**src/rtl/time_frame_builder_if.sv**
```systemverilog
// Frame handoff bundle between the time frame builder and the serialiser.
// The master drives dReady/dataOut, and the slave answers with ldcReady.
interface time_frame_builder_if;
    logic        dReady;
    logic        ldcReady;
    logic [23:0] dataOut;

    modport master (
        output dReady,
        output dataOut,
        input  ldcReady
    );

    modport slave (
        input  dReady,
        input  dataOut,
        output ldcReady
    );
endinterface

```
**src/rtl/time_frame_builder.sv**
```systemverilog
// Converts both players' seconds to mm:ss BCD frames without a divider.
// Optional low-time flag: define TIME_FRAME_LOW_TIME_FLAG_EN.
module time_frame_builder #(
    parameter int MAX_S      = 5999,
    parameter int LOW_TIME_S = 10
) (
    input  logic                 i_clk,
    input  logic                 i_rst,
    input  logic                 i_update,
    input  logic [12:0]          i_timeA,
    input  logic [12:0]          i_timeB,
    input  logic                 i_activeB,
    output logic                 o_busy,
    time_frame_builder_if.master bus
);
    typedef enum logic [2:0] {
        IDLE, LOAD, DIV60, BCDM, BCDS, SEND, WAIT
    } state_t;

    localparam logic [12:0] MAX13 = 13'(MAX_S);

    state_t      r_state;
    logic [12:0] r_capA;
    logic [12:0] r_capB;
    logic        r_capAct;
    logic        r_selB;
    logic        r_pending;
    logic [12:0] r_rem;
    logic [6:0]  r_min;
    logic [3:0]  r_mt;
    logic [3:0]  r_st;
    logic        r_zero;
    logic        r_low;
    logic        r_dReady;
    logic [23:0] r_dataOut;
    logic        r_busy;

    logic [12:0] w_sel;
    logic [12:0] w_sat;
    logic        w_active;
    logic        w_low;
    logic        w_final;
    logic        w_merge;

    assign w_sel    = r_selB ? r_capB : r_capA;
    assign w_sat    = (w_sel > MAX13) ? MAX13 : w_sel;
    assign w_active = r_selB ? r_capAct : ~r_capAct;
    assign w_final  = (r_state == WAIT) && bus.ldcReady && r_selB;
    assign w_merge  = r_pending | i_update;

`ifdef TIME_FRAME_LOW_TIME_FLAG_EN
    assign w_low = (w_sat != 13'd0) && (w_sat < 13'(LOW_TIME_S));
`else
    // Constant-folds to zero; the threshold only matters when the flag is built in.
    assign w_low = 1'b0 & (LOW_TIME_S != 0);
`endif

    always_ff @(posedge i_clk) begin
        if (i_rst) begin
            r_state   <= IDLE;
            r_capA    <= '0;
            r_capB    <= '0;
            r_capAct  <= 1'b0;
            r_selB    <= 1'b0;
            r_pending <= 1'b0;
            r_rem     <= '0;
            r_min     <= '0;
            r_mt      <= '0;
            r_st      <= '0;
            r_zero    <= 1'b0;
            r_low     <= 1'b0;
            r_dReady  <= 1'b0;
            r_dataOut <= '0;
            r_busy    <= 1'b0;
        end else begin
            unique case (r_state)
                IDLE: begin
                    if (i_update) begin
                        r_capA    <= i_timeA;
                        r_capB    <= i_timeB;
                        r_capAct  <= i_activeB;
                        r_selB    <= 1'b0;
                        r_pending <= 1'b0;
                        r_busy    <= 1'b1;
                        r_state   <= LOAD;
                    end
                end
                LOAD: begin
                    r_rem   <= w_sat;
                    r_min   <= '0;
                    r_mt    <= '0;
                    r_st    <= '0;
                    r_zero  <= (w_sat == 13'd0);
                    r_low   <= w_low;
                    r_state <= DIV60;
                end
                DIV60: begin
                    if (r_rem >= 13'd60) begin
                        r_rem <= r_rem - 13'd60;
                        r_min <= r_min + 7'd1;
                    end else begin
                        r_state <= BCDM;
                    end
                end
                // Tens digits peel off; the units remain in the low nibble.
                BCDM: begin
                    if (r_min >= 7'd10) begin
                        r_min <= r_min - 7'd10;
                        r_mt  <= r_mt + 4'd1;
                    end else begin
                        r_state <= BCDS;
                    end
                end
                BCDS: begin
                    if (r_rem >= 13'd10) begin
                        r_rem <= r_rem - 13'd10;
                        r_st  <= r_st + 4'd1;
                    end else begin
                        r_state <= SEND;
                    end
                end
                SEND: begin
                    r_dataOut <= {r_selB ? 4'hB : 4'hA,
                                  1'b0, r_low, w_active, r_zero,
                                  r_mt, r_min[3:0],
                                  r_st, r_rem[3:0]};
                    r_dReady  <= 1'b1;
                    r_state   <= WAIT;
                end
                WAIT: begin
                    if (bus.ldcReady) begin
                        r_dReady <= 1'b0;
                        if (!r_selB) begin
                            r_selB  <= 1'b1;
                            r_state <= LOAD;
                        end else if (w_merge) begin
                            r_capA    <= i_timeA;
                            r_capB    <= i_timeB;
                            r_capAct  <= i_activeB;
                            r_selB    <= 1'b0;
                            r_pending <= 1'b0;
                            r_state   <= LOAD;
                        end else begin
                            r_busy  <= 1'b0;
                            r_state <= IDLE;
                        end
                    end
                end
                default: r_state <= IDLE;
            endcase
            // Requests during a pair merge into one refresh after it.
            if (i_update && (r_state != IDLE) && !w_final) begin
                r_pending <= 1'b1;
            end
        end
    end

    assign bus.dReady  = r_dReady;
    assign bus.dataOut = r_dataOut;
    assign o_busy      = r_busy;
endmodule

```
**src/flat_wrapper.sv**
```systemverilog
// flat-port wrapper written by rule: the top's interface ports become plain ports
module time_frame_builder_flat 
#(
    parameter int MAX_S      = 5999,
    parameter int LOW_TIME_S = 10
)
  (i_clk, i_rst, i_update, i_timeA, i_timeB, i_activeB, o_busy, bus_dReady, bus_dataOut, bus_ldcReady);
  time_frame_builder_if bus_i ();
  input  logic i_clk;
  input  logic i_rst;
  input  logic i_update;
  input  logic [12:0] i_timeA;
  input  logic [12:0] i_timeB;
  input  logic i_activeB;
  output logic o_busy;
  output wire logic [$bits(bus_i.dReady)-1:0] bus_dReady;
  output wire logic [$bits(bus_i.dataOut)-1:0] bus_dataOut;
  input wire logic [$bits(bus_i.ldcReady)-1:0] bus_ldcReady;
  assign bus_dReady = bus_i.dReady;
  assign bus_dataOut = bus_i.dataOut;
  assign bus_i.ldcReady = bus_ldcReady;
  time_frame_builder #(.MAX_S(MAX_S), .LOW_TIME_S(LOW_TIME_S)) u_core (.i_clk(i_clk), .i_rst(i_rst), .i_update(i_update), .i_timeA(i_timeA), .i_timeB(i_timeB), .i_activeB(i_activeB), .o_busy(o_busy), .bus(bus_i));
endmodule
```
**config.mk**
```make
export PLATFORM = sky130hd
export DESIGN_NAME = time_frame_builder_flat
export DESIGN_NICKNAME = d
export VERILOG_FILES = /design/src/rtl/time_frame_builder_if.sv /design/src/rtl/time_frame_builder.sv /design/src/flat_wrapper.sv
export SDC_FILE = /design/constraint.sdc
export NUM_CORES = 1
export LEC_CHECK = 0
export CAP_MARGIN = 15
export CORE_MARGIN = 2
export CORE_UTILIZATION = 50
export CTS_BUF_LIST = sky130_fd_sc_hd__clkbuf_4 sky130_fd_sc_hd__clkbuf_8 sky130_fd_sc_hd__clkbuf_16
export CTS_CLUSTER_DIAMETER = 80
export DETAILED_ROUTE_END_ITERATION = 7
export PLACE_DENSITY = 0.79
export REMOVE_ABC_BUFFERS = 1
export SLEW_MARGIN = 40
export SYNTH_ARGS = -nofsm -noshare
export SYNTH_HDL_FRONTEND = slang
export SYNTH_SLANG_ARGS = --single-unit
export TNS_END_PERCENT = 30
```
**constraint.sdc**
```tcl
create_clock -name i_clk -period 2 [get_ports i_clk]
set_input_delay 0.3 -clock i_clk [delete_from_list [all_inputs] [get_ports i_clk]]
set_output_delay 0.3 -clock i_clk [all_outputs]
set_load 0.02 [all_outputs]
```
==> impl_metrics.ini, run 1 <==
[status]
status = finished clean

[die]
ios = 57
rows = 33
die-area_sq_mm = 0.00940
dieWidth_um = 96.9
die_h_um = 96.9
core_sq_mm = 0.00830
initial_core_util = 0.520

[yosys]
async_flop_share = 0
netlist_instances = 553
ys_warn_count = 0
synth_edf_count = 0
synthSimpleGateAreaFrac = 0.238
syn_avg_cell_area_sq_um = 7.81
muxShareOfSynthArea = 0.0435
yosysTopAreaCellShare = 0.385
synth_seq_cells = 83
ys_types = 71
yosysTopAreaCell = dfxtp_1
synth_compound_area_frac = 0.234
synth.top_cells.by_area = dfxtp_1, nand2_1, a21oi_1, nor2_1, mux2i_1
yosysSeqAreaShare = 0.385
synth_xor_xnor_area_share = 0.0142
synthAdderAreaFrac = 0.0290
synth_top_family_by_area = simple AND/OR/NAND/NOR gates
syn_area_sq_mm = 0.00432
synth_top_flop_cell = dfxtp_1

[global_route]
grt_max_degree = 70
grt_pass1_wl_um = 18400
antenna_found_initial = 0
grt_pass1_vias = 4063
grt_usage = 0.230
grt-ovfl-total = 0

[min_path]
hold_path_class = in -> reg

[clock_network]
cts_root_buf = clkbuf_8
cts_tree = yes
cts_hold_buf = 0
cts_setup_buffers = 0
cts.sinks = 83
clockBufferDepth = 2
clk_latency_ns = 0.35
cts_buffers = 9
h-tree-depth = 3
clkSlewWorstSetupHoldPaths_ns = 0.08

[job]
cap_violations = 0

[setup_path]
crit_type = reg -> reg
arrival_ns = 2.15
cp_top_family = compound AO/OA/AOI/OAI gates
end_kind = register
cp.required_ns = 2.24
worst_setup_path_start_kind = register
cp_slowest_cell = a221o_1
cp_common_cell = nand4_1
cp_cell_sequence = buf_4 > ha_1 > nor2b_2 > nand4_1 > nand4_1 > o21a_4 > nor2_1 > a221o_1
slowest_delay_ns = 0.38
crit_buf_inv = 1
cp_max_fo = 7

[finish]
synthToLayoutAreaGrowth_pct = 27.3
final_common_cell = nand2_1
layoutNonFillerInstCount = 747
antenna_cells = 0
drive_gt1_frac = 0.162
finish.net_count = 678
layout_common_cells = nand2_1, dfxtp_1, a21oi_1

[power_and_ir_drop]
powerDensity_mw_per_mm2 = 788
p_int_w = 0.00297
sw_frac_of_total = 0.315
peakVddDrop_mv = 0.707
power_switching_w = 0.00137
clockPowerShare = 0.310
share_comb_of_total_power = 0.261
leakage_nw = 2.01
total_power_w = 0.00433
seq_power_share = 0.429

[detailed_routing]
wire_per_inst_um = 14.3
first_pass_iters = 5
ant_nets = 0
vias = 4213
routed_wl_um = 10700
drtIter0Drc = 236
detail_route.vias_per_cell = 5.64
drc = 0

[placed_design]
dp.cells = 731
io_buffers = 53
gp_congestion = 0.943
hpwl_um = 7820

[sta]
relSlewSlack = 0.598
finalClockSkew_ns = 0.00823
rsz0062_at_grt = yes
clock.fmax_mhz = 523
slew_violations = 0
worstMarginPinSlew_ns = 0.602
period_needed_ns = 1.91
hold_violations = 0
fin_crit_sh = 0.956
setup_violations = 0
==> state kept, by name (all words and copies together) (netlist names) <==
signal              count
u_core.r_min            7
u_core.r_st             4
u_core.r_mt             4
u_core.r_pending        1
u_core.r_capA          13
u_core.r_capB          13
u_core.r_selB           1
u_core.o_busy           1
u_core.r_zero           1
u_core.bus.dataOut     20
u_core.bus.dReady       1
u_core.r_capAct         1
u_core.r_rem           13
u_core.r_state          3
==> Yosys cell counts (4+ instances only) <==
library cell and count:
or3_1 5, nand2_1 115, buf_4 7, nor3_1 9, nor4_1 4, o22ai_1 4, nor2b_1 6, nor2_1 51
dfxtp_1 83, nand3_1 11, xor2_1 4, clkbuf_1 18, mux2i_1 14, o32ai_1 5, ha_1 10, o21ai_0 26
buf_2 8, nand4_1 7, nand2b_1 5, inv_1 13, a21oi_1 74
==> routing by layer <==
metal | vias to the layer above | wire length, um | part of all wire | track usage
li1 | 2114 | - | - | -
met1 | 1973 | 4610 | 0.43 | 0.270
met2 | 103 | 5460 | 0.51 | 0.413
met3 | 23 | 435 | 0.041 | 0.0535
met4 | 0 | 170 | 0.016 | 0.0726
met5 | - | 0 | 0 | 0
==> repair_timing <==
action | in CTS | in global routing
gates resized for setup | 3 | 14
pin swaps | 0 | 2
setup endpoints to repair | 5 | 19
==> power groups by stage <==
stage / clock network (W) / registers [W] / logic, W
2_1_floorplan: 0 / 0.00192 / 0.000610
3_3_place_gp: 0 / 0.00188 / 0.00107
3_5_place_dp: 0 / 0.00189 / 0.00110
4_1_cts: 0.00138 / 0.00185 / 0.00111
5_1_grt: 0.00144 / 0.00188 / 0.00125
6_report: 0.00134 / 0.00186 / 0.00113
==> metrics by stage <==
step	worst slack, ns	utilization	hold WS, ns	area (sq um)	TNS [ns]
global placement	0.0498	0.630	0.442	5230	0
global route	-0.0297	0.662	0.440	5500	-0.119
CTS	0.00879	0.658	0.429	5460	0
floorplan	-0.617	-	0.369	4140	-20.03
detailed placement	-0.0407	0.630	0.446	5230	-0.0847
finish	0.0877	0.662	0.438	5500	0
==> layout make-up <==
cell class / count / area (sq um)
clock buffer: 9 / 124
clock inverter: 7 / 97.6
fill: 688 / 2800
inverter: 13 / 48.8
multi-input combinational: 422 / 2460
sequential: 83 / 1670
tap: 105 / 131
timing repair buffer: 108 / 963
==> worst reg2reg max path, cell delays in order (launching register included) <==
cell and delay, ns:
dfxtp_1 0.34, buf_4 0.16, ha_1 0.16, nor2b_2 0.15, nand4_1 0.13, nand4_1 0.20, o21a_4 0.20, nor2_1 0.09
a221o_1 0.38
==> cells by family (layout without fill, tap and decap cells) <==
kind of cell | after synthesis | after routing
flops | 83 | 83
buf+inv | 50 | 137
fa+ha+maj | 10 | 10
simple gates | 229 | 229
xor+xnor | 7 | 7
mux | 17 | 17
compound gates | 156 | 156
other cells | 1 | 3
==> worst paths after layout <==
kind,end,cells after the start,startpoint,slack (ns)
worst max-delay path,u_core.r_rem[3]$_SDFFE_PP0P_,8,u_core.r_rem[2]$_SDFFE_PP0P_,0.09
worst min-delay path,u_core.r_state[1]$_SDFFE_PP0P_,3,i_rst,0.44
worst max register to register,u_core.r_rem[3]$_SDFFE_PP0P_,8,u_core.r_rem[2]$_SDFFE_PP0P_,0.09
worst min register to register,u_core.bus.dataOut[6]$_SDFFE_PP0P_,2,u_core.bus.dataOut[6]$_SDFFE_PP0P_,0.46
Power figures use the tool's default switching activity.
==> run 2, diff against run 1 <==
--- a/config.mk
+++ b/config.mk
@@ -12,6 +12,7 @@
 export CTS_CLUSTER_DIAMETER = 80
 export DETAILED_ROUTE_END_ITERATION = 7
 export PLACE_DENSITY = 0.79
+export RECOVER_POWER = 50
 export REMOVE_ABC_BUFFERS = 1
 export SLEW_MARGIN = 40
 export SYNTH_ARGS = -nofsm -noshare
==> run 2 against run 1 <==
Against the previous run:
- non-clock buffer count unchanged
- routed wire length about the same
- sequential share of layout area up 0.097 points
- critical path depth unchanged
- count of clock-buffer cells in the layout unchanged
- largest cell class unchanged
- sequential cell count unchanged
- register-to-register slack about the same
- setup slack worse by 0.0029 ns
- worst hold slack worse by 0.00050 ns
- clock skew about the same
==> impl_metrics.ini, run 2 (synthesis results as in run 1) <==
[min_path]
hold_path_class = in -> reg
min_path_cells = 3
min_from = i_rst
min_to = u_core.r_state[1]$_SDFFE_PP0P_

[clock_network]
clkSlewWorstSetupHoldPaths_ns = 0.09
cts_root_buf = clkbuf_8
h-tree-depth = 3
cts_setup_buffers = 0
clockBufferDepth = 2
clk_latency_ns = 0.35
cts_buffers = 9
cts_tree = yes
cts_hold_buf = 0
cts.sinks = 83

[setup_path]
timing.rr.start = u_core.r_rem[1]$_SDFFE_PP0P_
end_kind = register
cp_cell_sequence = inv_1 > ha_1 > nor2b_2 > nor4_4 > a31oi_4 > o21a_4 > nor2_1 > a221o_1
critical_path_depth = 8
cp_max_fo = 6
reg2reg_to = u_core.r_rem[3]$_SDFFE_PP0P_
cp.required_ns = 2.23
arrival_ns = 2.15
crit_type = reg -> reg
cp_slowest_cell = a221o_1
crit_buf_inv = 1
r2r_slack_ns = 0.08
worst_setup_path_start_kind = register
cp_top_family = compound AO/OA/AOI/OAI gates
slowest_delay_ns = 0.38
reg2reg_depth = 8

[finish]
final_common_cell = nand2_1
synthToLayoutAreaGrowth_pct = 26.9
drive_gt1_frac = 0.157
finalInstanceArea_sq_mm = 0.00548
layout_common_cells = nand2_1, dfxtp_1, a21oi_1
largest_reg_flops = 20
finish.net_count = 678
antenna_cells = 0
fillCellCount = 695

[die]
die_h_um = 96.9
core_sq_mm = 0.00830
dieWidth_um = 96.9
rows = 33
initial_core_util = 0.520
ios = 57
die-area_sq_mm = 0.00940

[sta]
setup_ws_ns = 0.0848
hold_violations = 0
finalClockSkew_ns = 0.00826
setup_violations = 0
relSlewSlack = 0.601
slew_violations = 0
worstMarginPinSlew_ns = 0.597
rsz0062_at_grt = yes
clock.fmax_mhz = 522
fin_crit_sh = 0.958
period_needed_ns = 1.92

[power_and_ir_drop]
peakVddDrop_mv = 0.706
seq_power_share = 0.430
sw_frac_of_total = 0.315
clockPowerShare = 0.311
powerDensity_mw_per_mm2 = 790
total_power_w = 0.00433
share_comb_of_total_power = 0.260
leakage_nw = 2.08
power_switching_w = 0.00137
p_int_w = 0.00296

[detailed_routing]
drc = 0
drtIter0Drc = 241
routed_wl_um = 10700
ant_nets = 0
vias = 4229
wire_per_inst_um = 14.3
first_pass_iters = 5
detail_route.vias_per_cell = 5.66

[global_route]
antenna_found_initial = 0
grt_max_degree = 70
grt_pass1_vias = 4063
grt_pass1_wl_um = 18400
grt-ovfl-total = 0
grt_usage = 0.230

[placed_design]
gp_congestion = 0.943
io_buffers = 53
place_ws_ns = -0.0407
hpwl_um = 7820
postPlaceCellArea_sq_mm = 0.00523

[job]
cap_violations = 0

[status]
status = finished clean
## run 2: cell types whose count changed in the layout (fill, tap and decap cells not counted)
cell / before / now
dlygate4sd3_1: 0 / 23
clkdlybuf4s50_1: 52 / 29
clkbuf_2: 0 / 1
and2_1: 3 / 2
clkbuf_1: 0 / 2
nor2b_1: 3 / 4
buf_4: 53 / 50
nor2b_4: 1 / 0
and2_0: 0 / 1
## run 2: worst max-delay path by stage
stage / start / endpoint / slack, ns
after floorplan: u_core.r_selB$_SDFFE_PP0P_ / u_core.r_capA[0]$_SDFFE_PP0P_ / -0.62
after global placement: u_core.r_selB$_SDFFE_PP0P_ / u_core.r_zero$_SDFFE_PP0P_ / 0.05
after detailed placement: u_core.r_selB$_SDFFE_PP0P_ / u_core.r_rem[11]$_SDFFE_PP0P_ / -0.04
after CTS: u_core.r_selB$_SDFFE_PP0P_ / u_core.r_zero$_SDFFE_PP0P_ / 0.009
after global routing: u_core.r_selB$_SDFFE_PP0P_ / u_core.r_rem[11]$_SDFFE_PP0P_ / -0.03
final: u_core.r_rem[1]$_SDFFE_PP0P_ / u_core.r_rem[3]$_SDFFE_PP0P_ / 0.08
## run 2: worst min-delay path: cells and delay by family
| family | cells | cell delay [ns] |
|---|---|---|
| AND/OR/NAND/NOR | 1 | 0.12 |
| buffers and inverters | 2 | 0.32 |
## run 2: layout make-up
class / instances / area, sq um / share of cell area
clock buffer: 9 / 124 / 0.0226
clock inverter: 7 / 97.6 / 0.0178
inverter: 13 / 48.8 / 0.00890
multi-input combinational: 422 / 2450 / 0.448
sequential: 83 / 1670 / 0.305
tap: 105 / 131 / 0.0240
timing repair buffer: 108 / 953 / 0.174
## run 2: power groups by stage
stage | Clock, W | Sequential (W) | Combinational [W]
global route | 0.00144 | 0.00187 | 0.00124
floorplan | 0 | 0.00192 | 0.000610
detailed placement | 0 | 0.00189 | 0.00110
finish | 0.00135 | 0.00186 | 0.00112
CTS | 0.00138 | 0.00185 | 0.00111
global placement | 0 | 0.00188 | 0.00107
## run 2: layer usage
metal | GRT usage | up-vias | part of all wire
li1 | - | 2112 | -
met1 | 0.270 | 1972 | 0.43
met2 | 0.413 | 120 | 0.51
met3 | 0.0535 | 25 | 0.043
met4 | 0.0726 | 0 | 0.016
met5 | 0 | - | 0
## run 2: repair_timing
| action | 4_1_cts | 5_1_grt |
|---|---|---|
| pin swaps | 0 | 2 |
| gates resized for setup | 3 | 14 |
| endpoints found under the setup margin | 5 | 19 |
| endpoints found under the hold margin | 0 | 0 |
## run 2: per-stage QoR
step | hold slack (ns) | setup TNS [ns] | cells | utilization
after floorplan | 0.369 | -20.03 | 518 | -
after global routing | 0.440 | -0.119 | 747 | 0.660
after CTS | 0.429 | 0 | 747 | 0.658
after global placement | 0.442 | 0 | 731 | 0.630
after detailed placement | 0.446 | -0.0847 | 731 | 0.630
final | 0.437 | 0 | 747 | 0.660
